File: config.mk
export PLATFORM = sky130hd
export DESIGN_NAME = dice_display
export DESIGN_NICKNAME = d
export VERILOG_FILES = /design/src/rtl/dice_display.sv
export SDC_FILE = /design/constraint.sdc
export NUM_CORES = 1
export LEC_CHECK = 0
export BUFFER_PORTS_ARGS = -buffer_cell sky130_fd_sc_hd__buf_4
export CORE_MARGIN = 3
export CORE_UTILIZATION = 40
export CTS_CLUSTER_SIZE = 24
export DETAILED_ROUTE_END_ITERATION = 8
export PLACE_DENSITY_LB_ADDON = 0.25
export SYNTH_ARGS = -nofsm -noshare
export SYNTH_HDL_FRONTEND = slang
export SYNTH_SLANG_ARGS = --single-unit
File: constraint.sdc
create_clock -name Clock -period 8.65 [get_ports Clock]
set_input_delay 0.4325 -clock Clock [delete_from_list [all_inputs] [get_ports Clock]]
set_output_delay 0.4325 -clock Clock [all_outputs]
set_load 0.1 [all_outputs]
File: src/rtl/dice_display.sv
// -----------------------------------------------------------------------------
// dice_display
//
// Output stage for the dice controller. Synchronises and debounces a raw roll
// button, shows the live shuffling value while the button is held and for a
// fixed spin time after release, then freezes the face on the captured value.
// Keeps a saturating roll count and enters a sticky, blinking error state when
// an invalid die value (0 or 7) arrives. Only Reset leaves the error state.
//
// Parameters:
//   DEBOUNCE_CYCLES  cycles of disagreement before the debounced level flips (1-255)
//   SPIN_CYCLES      cycles spent shuffling after release (1-255)
//   BLINK_DIV        half-period of the error blink in cycles (1-255)
//
// Ports:
//   Clock      in   single clock, rising edge
//   Reset      in   synchronous, active-high reset
//   Button     in   raw asynchronous roll button, high = pressed
//   DiceValue  in   [2:0] die value from the controller, legal 1-6
//   Pips       out  [6:0] LED face (0 TL, 1 ML, 2 BL, 3 C, 4 TR, 5 MR, 6 BR)
//   Rolling    out  high while rolling or spinning
//   Error      out  sticky invalid-input flag
//   RollCount  out  [7:0] completed rolls, saturating at 255
//   History    out  [11:0] last four results, newest in [2:0]
//
// Configuration macro:
//   DICE_DISPLAY_HISTORY_EN  when defined, History is a 4-deep shift register
//                            of captured values; otherwise it is tied to zero.
// -----------------------------------------------------------------------------
module dice_display #(
  parameter int DEBOUNCE_CYCLES = 16,
  parameter int SPIN_CYCLES     = 64,
  parameter int BLINK_DIV       = 8
) (
  input  logic        Clock,
  input  logic        Reset,
  input  logic        Button,
  input  logic [2:0]  DiceValue,
  output logic [6:0]  Pips,
  output logic        Rolling,
  output logic        Error,
  output logic [7:0]  RollCount,
  output logic [11:0] History
);

  typedef enum logic [1:0] {ST_IDLE, ST_ROLL, ST_SPIN, ST_ERROR} state_t;

  function automatic logic [6:0] pip_decode(input logic [2:0] value);
    case (value)
      3'd1:    pip_decode = 7'h08;
      3'd2:    pip_decode = 7'h41;
      3'd3:    pip_decode = 7'h49;
      3'd4:    pip_decode = 7'h55;
      3'd5:    pip_decode = 7'h5D;
      3'd6:    pip_decode = 7'h77;
      default: pip_decode = 7'h00;
    endcase
  endfunction

  logic [1:0] sync_q;
  logic       db_level;
  logic       db_prev;
  logic [7:0] db_cnt;
  logic       db_rise;
  logic       db_fall;

  state_t     state_q, state_d;
  logic [7:0] spin_cnt, spin_d;
  logic [7:0] blink_cnt, blink_cnt_d;
  logic       blink_on, blink_on_d;
  logic [2:0] held;
  logic       capture;
  logic       value_bad;
  logic [6:0] pips_d;
  logic       rolling_d;
  logic       error_d;

  // ---------------------------------------------------------------------------
  // Button path: two-flop synchroniser, then a disagreement counter. The
  // debounced level only flips after DEBOUNCE_CYCLES consecutive disagreeing
  // samples; any agreeing sample restarts the count.
  // ---------------------------------------------------------------------------
  always_ff @(posedge Clock) begin
    // NOTE: sequential state is written with <= so every flop samples the
    // values from before the edge, independent of statement order.
    if (Reset) begin
      sync_q   <= 2'b00;
      db_level <= 1'b0;
      db_prev  <= 1'b0;
      db_cnt   <= '0;
    end else begin
      sync_q  <= {sync_q[0], Button};
      db_prev <= db_level;
      if (sync_q[1] == db_level) begin
        db_cnt <= '0;
      end else if (db_cnt == 8'(DEBOUNCE_CYCLES - 1)) begin
        db_level <= ~db_level;
        db_cnt   <= '0;
      end else begin
        db_cnt <= db_cnt + 8'd1;
      end
    end
  end

  // Edges are seen one cycle after the debounced level flips.
  assign db_rise = db_level & ~db_prev;
  assign db_fall = ~db_level & db_prev;

  assign value_bad = (DiceValue == 3'd0) || (DiceValue == 3'd7);

  // ---------------------------------------------------------------------------
  // Next state and next (registered) outputs. Outputs are derived from the
  // next state so Rolling/Error/Pips change on the same edge as the state.
  // ---------------------------------------------------------------------------
  always_comb begin
    // NOTE: every signal gets a default before the case so no latch is
    // inferred on paths that do not assign it.
    state_d     = state_q;
    spin_d      = spin_cnt;
    blink_cnt_d = blink_cnt;
    blink_on_d  = blink_on;
    capture     = 1'b0;

    if (state_q != ST_ERROR && value_bad) begin
      // An invalid value wins over everything, including a capture.
      state_d     = ST_ERROR;
      blink_cnt_d = '0;
      blink_on_d  = 1'b1;
    end else begin
      case (state_q)
        ST_IDLE: if (db_rise) state_d = ST_ROLL;
        ST_ROLL: begin
          if (db_fall) begin
            state_d = ST_SPIN;
            spin_d  = 8'(SPIN_CYCLES);
          end
        end
        ST_SPIN: begin
          if (spin_cnt == 8'd1) begin
            state_d = ST_IDLE;
            capture = 1'b1;
          end else begin
            spin_d = spin_cnt - 8'd1;
          end
        end
        ST_ERROR: begin
          if (blink_cnt == 8'(BLINK_DIV - 1)) begin
            blink_cnt_d = '0;
            blink_on_d  = ~blink_on;
          end else begin
            blink_cnt_d = blink_cnt + 8'd1;
          end
        end
      endcase
    end

    rolling_d = (state_d == ST_ROLL) || (state_d == ST_SPIN);
    error_d   = (state_d == ST_ERROR);
    case (state_d)
      ST_IDLE:  pips_d = pip_decode(capture ? DiceValue : held);
      ST_ERROR: pips_d = blink_on_d ? 7'h7F : 7'h00;
      default:  pips_d = pip_decode(DiceValue);
    endcase
  end

  always_ff @(posedge Clock) begin
    if (Reset) begin
      state_q   <= ST_IDLE;
      spin_cnt  <= '0;
      blink_cnt <= '0;
      blink_on  <= 1'b0;
      held      <= 3'd1;
      Pips      <= 7'h08;
      Rolling   <= 1'b0;
      Error     <= 1'b0;
      RollCount <= '0;
    end else begin
      state_q   <= state_d;
      spin_cnt  <= spin_d;
      blink_cnt <= blink_cnt_d;
      blink_on  <= blink_on_d;
      Pips      <= pips_d;
      Rolling   <= rolling_d;
      Error     <= error_d;
      if (capture) begin
        held <= DiceValue;
        if (RollCount != 8'hFF) RollCount <= RollCount + 8'd1;
      end
    end
  end

`ifdef DICE_DISPLAY_HISTORY_EN
  logic [11:0] hist_q;

  always_ff @(posedge Clock) begin
    if (Reset)        hist_q <= 12'h249;
    else if (capture) hist_q <= {hist_q[8:0], DiceValue};
  end

  assign History = hist_q;
`else
  assign History = '0;
`endif

endmodule

==> metrics.yaml, run 1 <==
outcome: "completed"
cts_inserted_buffers: 5
cts_hold_buf: 0
worstHoldEndpoint: "sync_q[0]"
cp_max_fo: 7
clk_latency_ns: 0.30
layout_setup_ws_ns: 5.268
routedWlPerCell_um: 12.80
seq_area_frac_synth_pct: 36.71
postSynthCellCount: 309
end_kind: "flop"
antenna_cells: 0
fmax_mhz: 295.7
synth_area_leaders: "dfxtp_1 (37%), ha_1 (5.7%), buf_4 (4.3%)"
finalSetupViolations: 0
pwr-share-clk_pct: 24.9
hold_depth: 2
ys_types: 51
first_pass_iters: 4
r2r_cells: 8
dr.first_iter.drc_count: 82
start_util_pct: 42.69
min_from: "Button"
required_ns: 8.78
finalHoldViolCount: 0
layout.cells.most_common: "dfxtp_1"
fp.dieW_um: 86.90
viasPerCell: 5.404
ys_warn_count: 0
rsz0062_at_grt: "false"
cp-start-kind: "flop"
pre_cts_ws_ns: 5.298
layout_common_cells: "dfxtp_1 (48), nor2_1 (28), buf_4 (23), a21oi_1 (19)"
cts.sinks: 48
totalWireLength_um: 5070
crit_type: "reg2reg"
grt_use_total_pct: 14.54
cts_setup_buffers: 0
ys_seq_elements: 48
crit_arrival_ns: 3.51
grt_first_pass_wirelength_um: 9052
skew_ns: 0.008975
power.density_nw_per_um2: 225.3
gr-total-overflow: 0
gp_congestion: 0.7998
utilization_pct: 46.67
htreeDepth: 2
chipHeight_um: 86.90
ys_async_sr_fraction_pct: 0
worstMarginPinSlew_ns: 1.072
synth_top_area_share_pct: 36.71
hp-class: "in2reg"
synth-edff-count: 0
dp_hpwl_um: 3567
leakagePower_nw: 1.092
core.rowCount: 28
cap_violations: 0
dieArea_sq_um: 7551
io_buffers: 22
syn_area_sq_um: 2618
num_io_pins: 35
synth_area_per_cell_sq_um: 8.471
cts_tree: "yes"
tns_ns: 0
intPower_mw: 0.3831
ctsResizeCount: 0
ir_worst_vdd_mv: 0.1578
final_nets: 338
combPwrFrac_pct: 35.8
reg2reg_to: "Pips[3]"
clk_pin_slew_ns: 0.09
relSlewSlack_pct: 28.08
core-area_sq_um: 6131
ant_nets: 0
via_count: 2140
clockBufferDepth: 2
grt_pass1_vias: 1991
drive_gt1_share_pct: 12.46
drc: 0
finalCritPeriodShare_pct: 39.10
drv_slew: 0
synth_ff_type: "dfxtp_1"
grt_max_degree: 35
switchingPower_mw: 0.2617
antenna_found_initial: 0
r2r_slack_ns: 5.27
switching_share_pct: 40.58
synth_top_area_cell: "dfxtp_1"
r2r-start: "spin_cnt[2]"
cts_root_buffer: "clkbuf_8"
pwr-share-seq_pct: 39.3
min_period_ns: 3.382
area_growth_syn_to_layout_pct: 9.321
[how the worst max path moves through the flow]
stage                start       to
3_3_place_gp   spin_cnt[2]  Pips[3]
5_1_grt        spin_cnt[2]  Pips[3]
2_1_floorplan  spin_cnt[2]  Pips[3]
4_1_cts        spin_cnt[2]  Pips[3]
3_5_place_dp   spin_cnt[2]  Pips[3]
6_report       spin_cnt[2]  Pips[3]
[sequential cells by signal, summed over array words and instances, names as in the netlist]
signal,flops
Rolling,1
sync_q,2
blink_on,1
RollCount,8
db_cnt,8
state_q,2
db_level,1
blink_cnt,8
Pips,4
Error,1
held,3
db_prev,1
spin_cnt,8
[Yosys cell counts (6+ instances only)]
cell,n
a21oi_1,20
and3_1,6
buf_4,15
clkbuf_1,12
dfxtp_1,48
ha_1,12
inv_1,12
nand2_1,12
nand3_1,14
nand4_1,7
nor2_1,28
nor2b_1,11
nor3_1,7
o21ai_0,14
o31ai_1,10
or4_1,9
xnor2_1,8
xor2_1,7
[power by group through the flow]
| stage | Sequential (mW) | Combinational, mW | Clock (mW) |
|---|---|---|---|
| 2_1_floorplan | 0.307 | 0.149 | 0 |
| 3_3_place_gp | 0.258 | 0.228 | 0 |
| 3_5_place_dp | 0.258 | 0.230 | 0 |
| 4_1_cts | 0.253 | 0.231 | 0.167 |
| 5_1_grt | 0.256 | 0.248 | 0.177 |
| 6_report | 0.253 | 0.231 | 0.161 |
[final cells by class]
class / count / area [sq um]
Fill cell: 617 / 3269
Multi-Input combinational cell: 230 / 1478
Sequential cell: 48 / 960.9
Timing Repair Buffer: 23 / 172.7
Tap cell: 75 / 93.84
Clock buffer: 5 / 68.82
Inverter: 12 / 45.04
Clock inverter: 3 / 42.54
[stage by stage]
step / instance area (sq um) / cells / hold WS [ns] / total power, mW
6_report: 2861 / 396 / 0.3440 / 0.6448
5_1_grt: 2861 / 396 / 0.3597 / 0.6813
4_1_cts: 2861 / 396 / 0.3341 / 0.6512
3_3_place_gp: 2750 / 388 / 0.4254 / 0.4855
3_5_place_dp: 2750 / 388 / 0.4240 / 0.4883
2_1_floorplan: 2659 / 320 / 0.4138 / 0.4560
[logic make-up after synthesis]
| logic type | Yosys count | share of synthesized area [%] |
|---|---|---|
| simple gates | 118 | 24.86 |
| compound gates | 67 | 16.44 |
| flops | 48 | 36.71 |
| buf+inv | 42 | 8.556 |
| xor+xnor | 15 | 5.019 |
| fa+ha+maj | 12 | 5.736 |
| mux | 6 | 2.533 |
| other cells | 1 | 0.1433 |
[per-layer routing]
metal  routed length (um)  share of wire, %  track usage (%)  vias up
met1                 2558                50            19.52      982
met5                    0                 0                0        -
met2                 2247                44            23.26       39
met3                  234               4.6            3.879        2
met4                   29              0.57            3.399        0
li1                     -                 -                -     1117
[critical path, stage by stage (launching register included)]
cell       delay (ns)
dfxtp_1          0.37
nor4_1           0.62
a31oi_1          0.23
o21ai_0          0.34
nand3_1          0.13
ha_1             0.26
nor2b_1          0.14
a2111oi_0        0.90
a41oi_1          0.23
Power figures use the tool's default switching activity.
==> run 2: changes to the inputs <==
clock period = 2.7 ns   (was 8.65 ns; I/O delays follow)
==> metrics.yaml, run 2 (synthesized netlist as in run 1, its figures left out) <==
drc: 0  # unchanged
cts.sinks: 48  # unchanged
dp_hpwl_um: 3553  # was 3567 um
cp_max_fo: 6  # was 7
chipHeight_um: 86.90  # unchanged
clk_latency_ns: 0.29  # was 0.30 ns
clk_pin_slew_ns: 0.09  # about the same
htreeDepth: 2  # unchanged
ant_nets: 0  # unchanged
clockBufferDepth: 2  # unchanged
drv_slew: 0  # unchanged
crit_start: "state_q[0]"  # was spin_cnt[2]
cap_violations: 0  # unchanged
fmax_mhz: 397.4  # was 295.7 MHz
finalHoldViolCount: 0  # unchanged
tns_ns: 0  # unchanged
r2r-start: "state_q[0]"  # was spin_cnt[2]
hp-class: "in2reg"  # unchanged
core-area_sq_um: 6131  # unchanged
end_kind: "flop"  # unchanged
crit_type: "reg2reg"  # unchanged
skew_ns: 0.002743  # was 0.008975 ns
gp_congestion: 0.8234  # was 0.7998
cts_inserted_buffers: 5  # unchanged
gr-total-overflow: 0  # unchanged
outcome: "completed"  # unchanged
via_count: 2177  # was 2,140
cts_tree: "yes"  # unchanged
final_area_sq_um: 2982  # was 2861 sq um
min_from: "Button"  # unchanged
finalSetupViolations: 0  # unchanged
fp.dieW_um: 86.90  # unchanged
crit_arrival_ns: 2.69  # was 3.51 ns
cp-start-kind: "flop"  # unchanged
area_growth_syn_to_layout_pct: 13.91  # was 9.321%
totalWireLength_um: 4996  # was 5070 um
cts_root_buffer: "clkbuf_8"  # unchanged
finalCritPeriodShare_pct: 93.20  # was 39.10%
ir_worst_vdd_mv: 0.6643  # was 0.1578 mV
worstMarginPinSlew_ns: 0.6218  # was 1.072 ns
io_buffers: 22  # unchanged
fillers: 583  # was 617
dpl_cell_area_sq_um: 2816  # was 2750 sq um
rsz0062_at_grt: "false"  # unchanged
viasPerCell: 5.402  # was 5.404
grt_pass1_vias: 1958  # was 1,991
first_pass_iters: 4  # unchanged
layout.cells.most_common: "dfxtp_1"  # unchanged
grt_first_pass_wirelength_um: 8556  # was 9052 um
drive_gt1_share_pct: 14.63  # was 12.46%
antenna_cells: 0  # unchanged
layout_common_cells: "dfxtp_1 (48), buf_4 (29), nor2_1 (28), a21oi_1 (19), nand3_1 (14)"  # was dfxtp_1 (48), nor2_1 (28), buf_4 (23), a21oi_1 (19)
grt_use_total_pct: 13.80  # was 14.54%
required_ns: 2.87  # was 8.78 ns
dieArea_sq_um: 7551  # unchanged
num_io_pins: 35  # unchanged
power.density_nw_per_um2: 769.0  # was 225.3 nW/um^2
grt_max_degree: 36  # was 35
start_util_pct: 42.69  # unchanged
final_nets: 345  # was 338
min_period_ns: 2.516  # was 3.382 ns
antenna_found_initial: 0  # unchanged
core.rowCount: 28  # unchanged
leakagePower_nw: 1.155  # was 1.092 nW
dr.first_iter.drc_count: 60  # was 82
routedWlPerCell_um: 12.40  # was 12.80 um
relSlewSlack_pct: 58.27  # was 28.08%
==> run 2: path summary, 6_finish.rpt <==
check              endpoint  slack (ns)  cells past startpoint
setup reg to reg    Pips[3]        0.18                     11
hold / removal    sync_q[0]        0.05                      2
hold reg to reg   sync_q[1]        0.45                      1
setup / recovery    Pips[3]        0.18                     11
==> run 2: layout make-up <==
| cell class | instances | area [sq um] | share of cell area, % |
|---|---|---|---|
| multi-input cells | 230 | 1485 | 49.81 |
| flip-flops and latches | 48 | 960.9 | 32.23 |
| repair buffers | 30 | 237.7 | 7.973 |
| well taps | 75 | 93.84 | 3.147 |
| clock inverters | 3 | 90.09 | 3.021 |
| clock buffers | 5 | 68.82 | 2.308 |
| inverters | 12 | 45.04 | 1.511 |
==> run 2: power breakdown <==
group / internal [mW] / switching [mW] / total, mW
clock network: 0.463 / 0.236 / 0.699
registers: 0.764 / 0.0513 / 0.815
logic: 0.226 / 0.552 / 0.778
total: 1.45 / 0.840 / 2.29
==> run 2: per-stage QoR <==
| stage | setup WS, ns | cells | hold slack [ns] | utilization [%] | power [mW] |
|---|---|---|---|---|---|
| floorplan | 0.1075 | 320 | 0.2632 | - | 1.463 |
| global placement | 0.2159 | 395 | 0.3524 | 45.94 | 1.595 |
| detailed placement | 0.1388 | 395 | 0.3575 | 45.94 | 1.601 |
| CTS | 0.1156 | 403 | 0.03644 | 48.53 | 2.309 |
| global route | 0.05917 | 403 | 0.09253 | 48.63 | 2.411 |
| finish | 0.1837 | 403 | 0.04746 | 48.63 | 2.293 |
==> run 2: repair_timing <==
item | CTS | global route
endpoints found under the setup margin | 0 | 4
setup buffers | 0 | 0
gates resized for setup | 0 | 3
hold buffers | 0 | 0
==> run 2: critical path, cell delays in order, from the launching register on <==
cell,delay [ns]
dfxtp_1,0.45
inv_1,0.10
ha_1,0.24
inv_1,0.08
a31oi_1,0.06
o21ai_1,0.23
nand3_1,0.11
ha_1,0.25
nor2b_1,0.14
a2111oi_1,0.42
buf_4,0.20
a41oi_1,0.10
==> run 2: per-layer routing <==
| layer | track usage [%] | part of all wire [%] | vias up |
|---|---|---|---|
| met5 | 0 | 0 | - |
| met4 | 5.099 | 0.98 | 0 |
| met3 | 3.027 | 4.5 | 4 |
| met2 | 22.43 | 46 | 36 |
| met1 | 17.87 | 49 | 1012 |
| li1 | - | - | 1125 |
==> run 3: changes to the inputs <==
ABC_AREA = 1   (was unset)
==> metrics.yaml, run 3 <==
outcome: "completed"  # unchanged
synth_ff_type: "dfxtp_1"  # unchanged
dr.first_iter.drc_count: 84  # was 60
cts_setup_buffers: 0  # unchanged
ctsResizeCount: 0  # unchanged
start_util_pct: 42.15  # was 42.69%
min_period_ns: 2.201  # was 2.516 ns
htreeDepth: 2  # unchanged
fmax_mhz: 454.3  # was 397.4 MHz
power.density_nw_per_um2: 716.8  # was 769.0 nW/um^2
crit_start: "state_q[0]"  # unchanged
skew_ns: 0.006570  # was 0.002743 ns
leakagePower_nw: 1.224  # was 1.155 nW
drv_slew: 0  # unchanged
chipHeight_um: 85.69  # was 86.90 um
wl_met3_um: 188  # was 225 um
core-area_sq_um: 6026  # was 6131 sq um
final_area_sq_um: 2831  # was 2982 sq um
grt_first_pass_wirelength_um: 8135  # was 8556 um
cp-start-kind: "flop"  # unchanged
totalWireLength_um: 4630  # was 4996 um
layout_setup_ws_ns: 0.4989  # was 0.1837 ns
io_buffers: 22  # unchanged
layout_common_cells: "nand2_1 (70), dfxtp_1 (48), nor2_1 (45), inv_1 (33), buf_4 (22)"  # was dfxtp_1 (48), buf_4 (29), nor2_1 (28), a21oi_1 (19), nand3_1 (14)
synthMostInstantiatedCell: "nand2_1"  # was dfxtp_1
ys_warn_count: 0  # unchanged
cp_max_fo: 12  # was 6
synth_top_area_cell: "dfxtp_1"  # unchanged
finalSetupViolations: 0  # unchanged
relSlewSlack_pct: 64.31  # was 58.27%
rsz0062_at_grt: "false"  # unchanged
cts_inserted_buffers: 5  # unchanged
crit_type: "reg2reg"  # unchanged
power_mw: 2.029  # was 2.293 mW
endpoint: "Pips[0]"  # was Pips[3]
wl_met1_um: 2214  # was 2439 um
clk_latency_ns: 0.30  # was 0.29 ns
netlist_top_cells_count: "nand2_1 (70), dfxtp_1 (48), nor2_1 (45), inv_1 (33)"  # was dfxtp_1 (48), nor2_1 (28), a21oi_1 (20), buf_4 (15)
pre_cts_ws_ns: 0.5068  # was 0.1388 ns
gp_congestion: 0.8248  # was 0.8234
hp-class: "in2reg"  # unchanged
antenna_found_initial: 0  # unchanged
area_growth_syn_to_layout_pct: 11.48  # was 13.91%
layout.cells.most_common: "nand2_1"  # was dfxtp_1
synth_top_area_share_pct: 37.83  # was 36.71%
min_from: "Button"  # unchanged
synth_area_per_cell_sq_um: 7.492  # was 8.471 sq um
synth-edff-count: 0  # unchanged
synth_area_leaders: "dfxtp_1 (38%), nand2_1 (10%), nor2_1 (6.7%)"  # was dfxtp_1 (37%), ha_1 (5.7%), buf_4 (4.3%)
dpl_cell_area_sq_um: 2710  # was 2816 sq um
routedWlPerCell_um: 10.62  # was 12.40 um
grt_pass1_vias: 1891  # was 1,958
fp.dieW_um: 85.69  # was 86.90 um
ant_nets: 0  # unchanged
num_io_pins: 35  # unchanged
hold_ws_ns: 0.06929  # was 0.04746 ns
clockBufferDepth: 2  # unchanged
required_ns: 2.91  # was 2.87 ns
drc: 0  # unchanged
drive_gt1_share_pct: 15.24  # was 14.63%
worstMarginPinSlew_ns: 0.5305  # was 0.6218 ns
tns_ns: 0  # unchanged
antenna_cells: 0  # unchanged
finalHoldViolCount: 0  # unchanged
ys_async_sr_fraction_pct: 0  # unchanged
syn_area_sq_um: 2540  # was 2618 sq um
cts_root_buffer: "clkbuf_8"  # unchanged
cap_violations: 0  # unchanged
grt_max_degree: 18  # was 36
clk_pin_slew_ns: 0.09  # about the same
grt_use_total_pct: 13.62  # was 13.80%
r2r_slack_ns: 0.50  # was 0.18 ns
hold_depth: 3  # was 2
core.rowCount: 28  # unchanged
viasPerCell: 4.690  # was 5.402
first_pass_iters: 4  # unchanged
final_nets: 378  # was 345
cts_hold_buf: 0  # unchanged
dp_hpwl_um: 3469  # was 3553 um
ir_worst_vdd_mv: 0.5811  # was 0.6643 mV
end_kind: "flop"  # unchanged
r2r_cells: 11  # unchanged
top_layer_used: "met4"  # unchanged
dr_wl_met2_um: 2172  # was 2281 um
cts_tree: "yes"  # unchanged
reg2reg_to: "Pips[0]"  # was Pips[3]
r2r-start: "state_q[0]"  # unchanged
crit_arrival_ns: 2.41  # was 2.69 ns
ys_types: 33  # was 51
dieArea_sq_um: 7342  # was 7551 sq um
cts.sinks: 48  # unchanged
postSynthCellCount: 339  # was 309
via_count: 2045  # was 2,177
ys_seq_elements: 48  # unchanged
finalCritPeriodShare_pct: 81.52  # was 93.20%
gr-total-overflow: 0  # unchanged
seq_area_frac_synth_pct: 37.83  # was 36.71%
-- run 3: worst min path at each step --
stage,endpoint,slack (ns)
5_1_grt,sync_q[0],0.08
4_1_cts,sync_q[0],0.07
2_1_floorplan,sync_q[0],0.24
6_report,sync_q[0],0.07
3_3_place_gp,sync_q[0],0.36
3_5_place_dp,sync_q[1],0.39
-- run 3: final cells by class --
| cell class | instances | area (sq um) |
|---|---|---|
| clock inverters | 2 | 38.79 |
| fillers | 625 | 3194 |
| flip-flops and latches | 48 | 960.9 |
| inverters | 37 | 146.4 |
| well taps | 75 | 93.84 |
| multi-input cells | 246 | 1344 |
| clock buffers | 6 | 82.58 |
| repair buffers | 22 | 165.2 |
-- run 3: critical path, cell delays in order, from the launching register on --
cell and delay [ns]:
dfxtp_1 0.42, inv_1 0.10, ha_1 0.37, o21ai_0 0.18
a21oi_1 0.10, nor2_1 0.17, inv_1 0.07, ha_1 0.34
a21oi_2 0.17, nand3_1 0.09, nand2_1 0.07, inv_1 0.04
-- run 3: report_power, final --
part | switching, mW | leakage (nW) | total [mW] | internal (mW)
registers | 0.0336 | 0.390 | 0.788 | 0.755
logic | 0.531 | 0.772 | 0.699 | 0.168
clock network | 0.240 | 0.0614 | 0.543 | 0.303
-- run 3: metal layers --
metal	vias up	track usage [%]
met5	-	0
met4	0	4.317
met3	6	3.458
met2	38	23.23
met1	901	16.78
li1	1100	-
-- run 3: logic make-up (layout without fill, tap and decap cells) --
kind of cell	count (synthesis)	in the layout	share of synthesized area (%)
buffers and inverters	56	67	10.89
other	1	12	0.1476
DFF	48	48	37.83
and+or+nand+nor	174	174	32.81
xor gates and xnor gates	13	13	4.483
AOI/OAI and AO/OA	35	35	7.932
adders and majority gates	12	12	5.911
-- run 3: through the flow --
step           util (%)  instances
2_1_floorplan         -        350
3_3_place_gp      44.98        428
6_report          46.99        436
3_5_place_dp      44.98        428
4_1_cts           46.99        436
5_1_grt           46.99        436
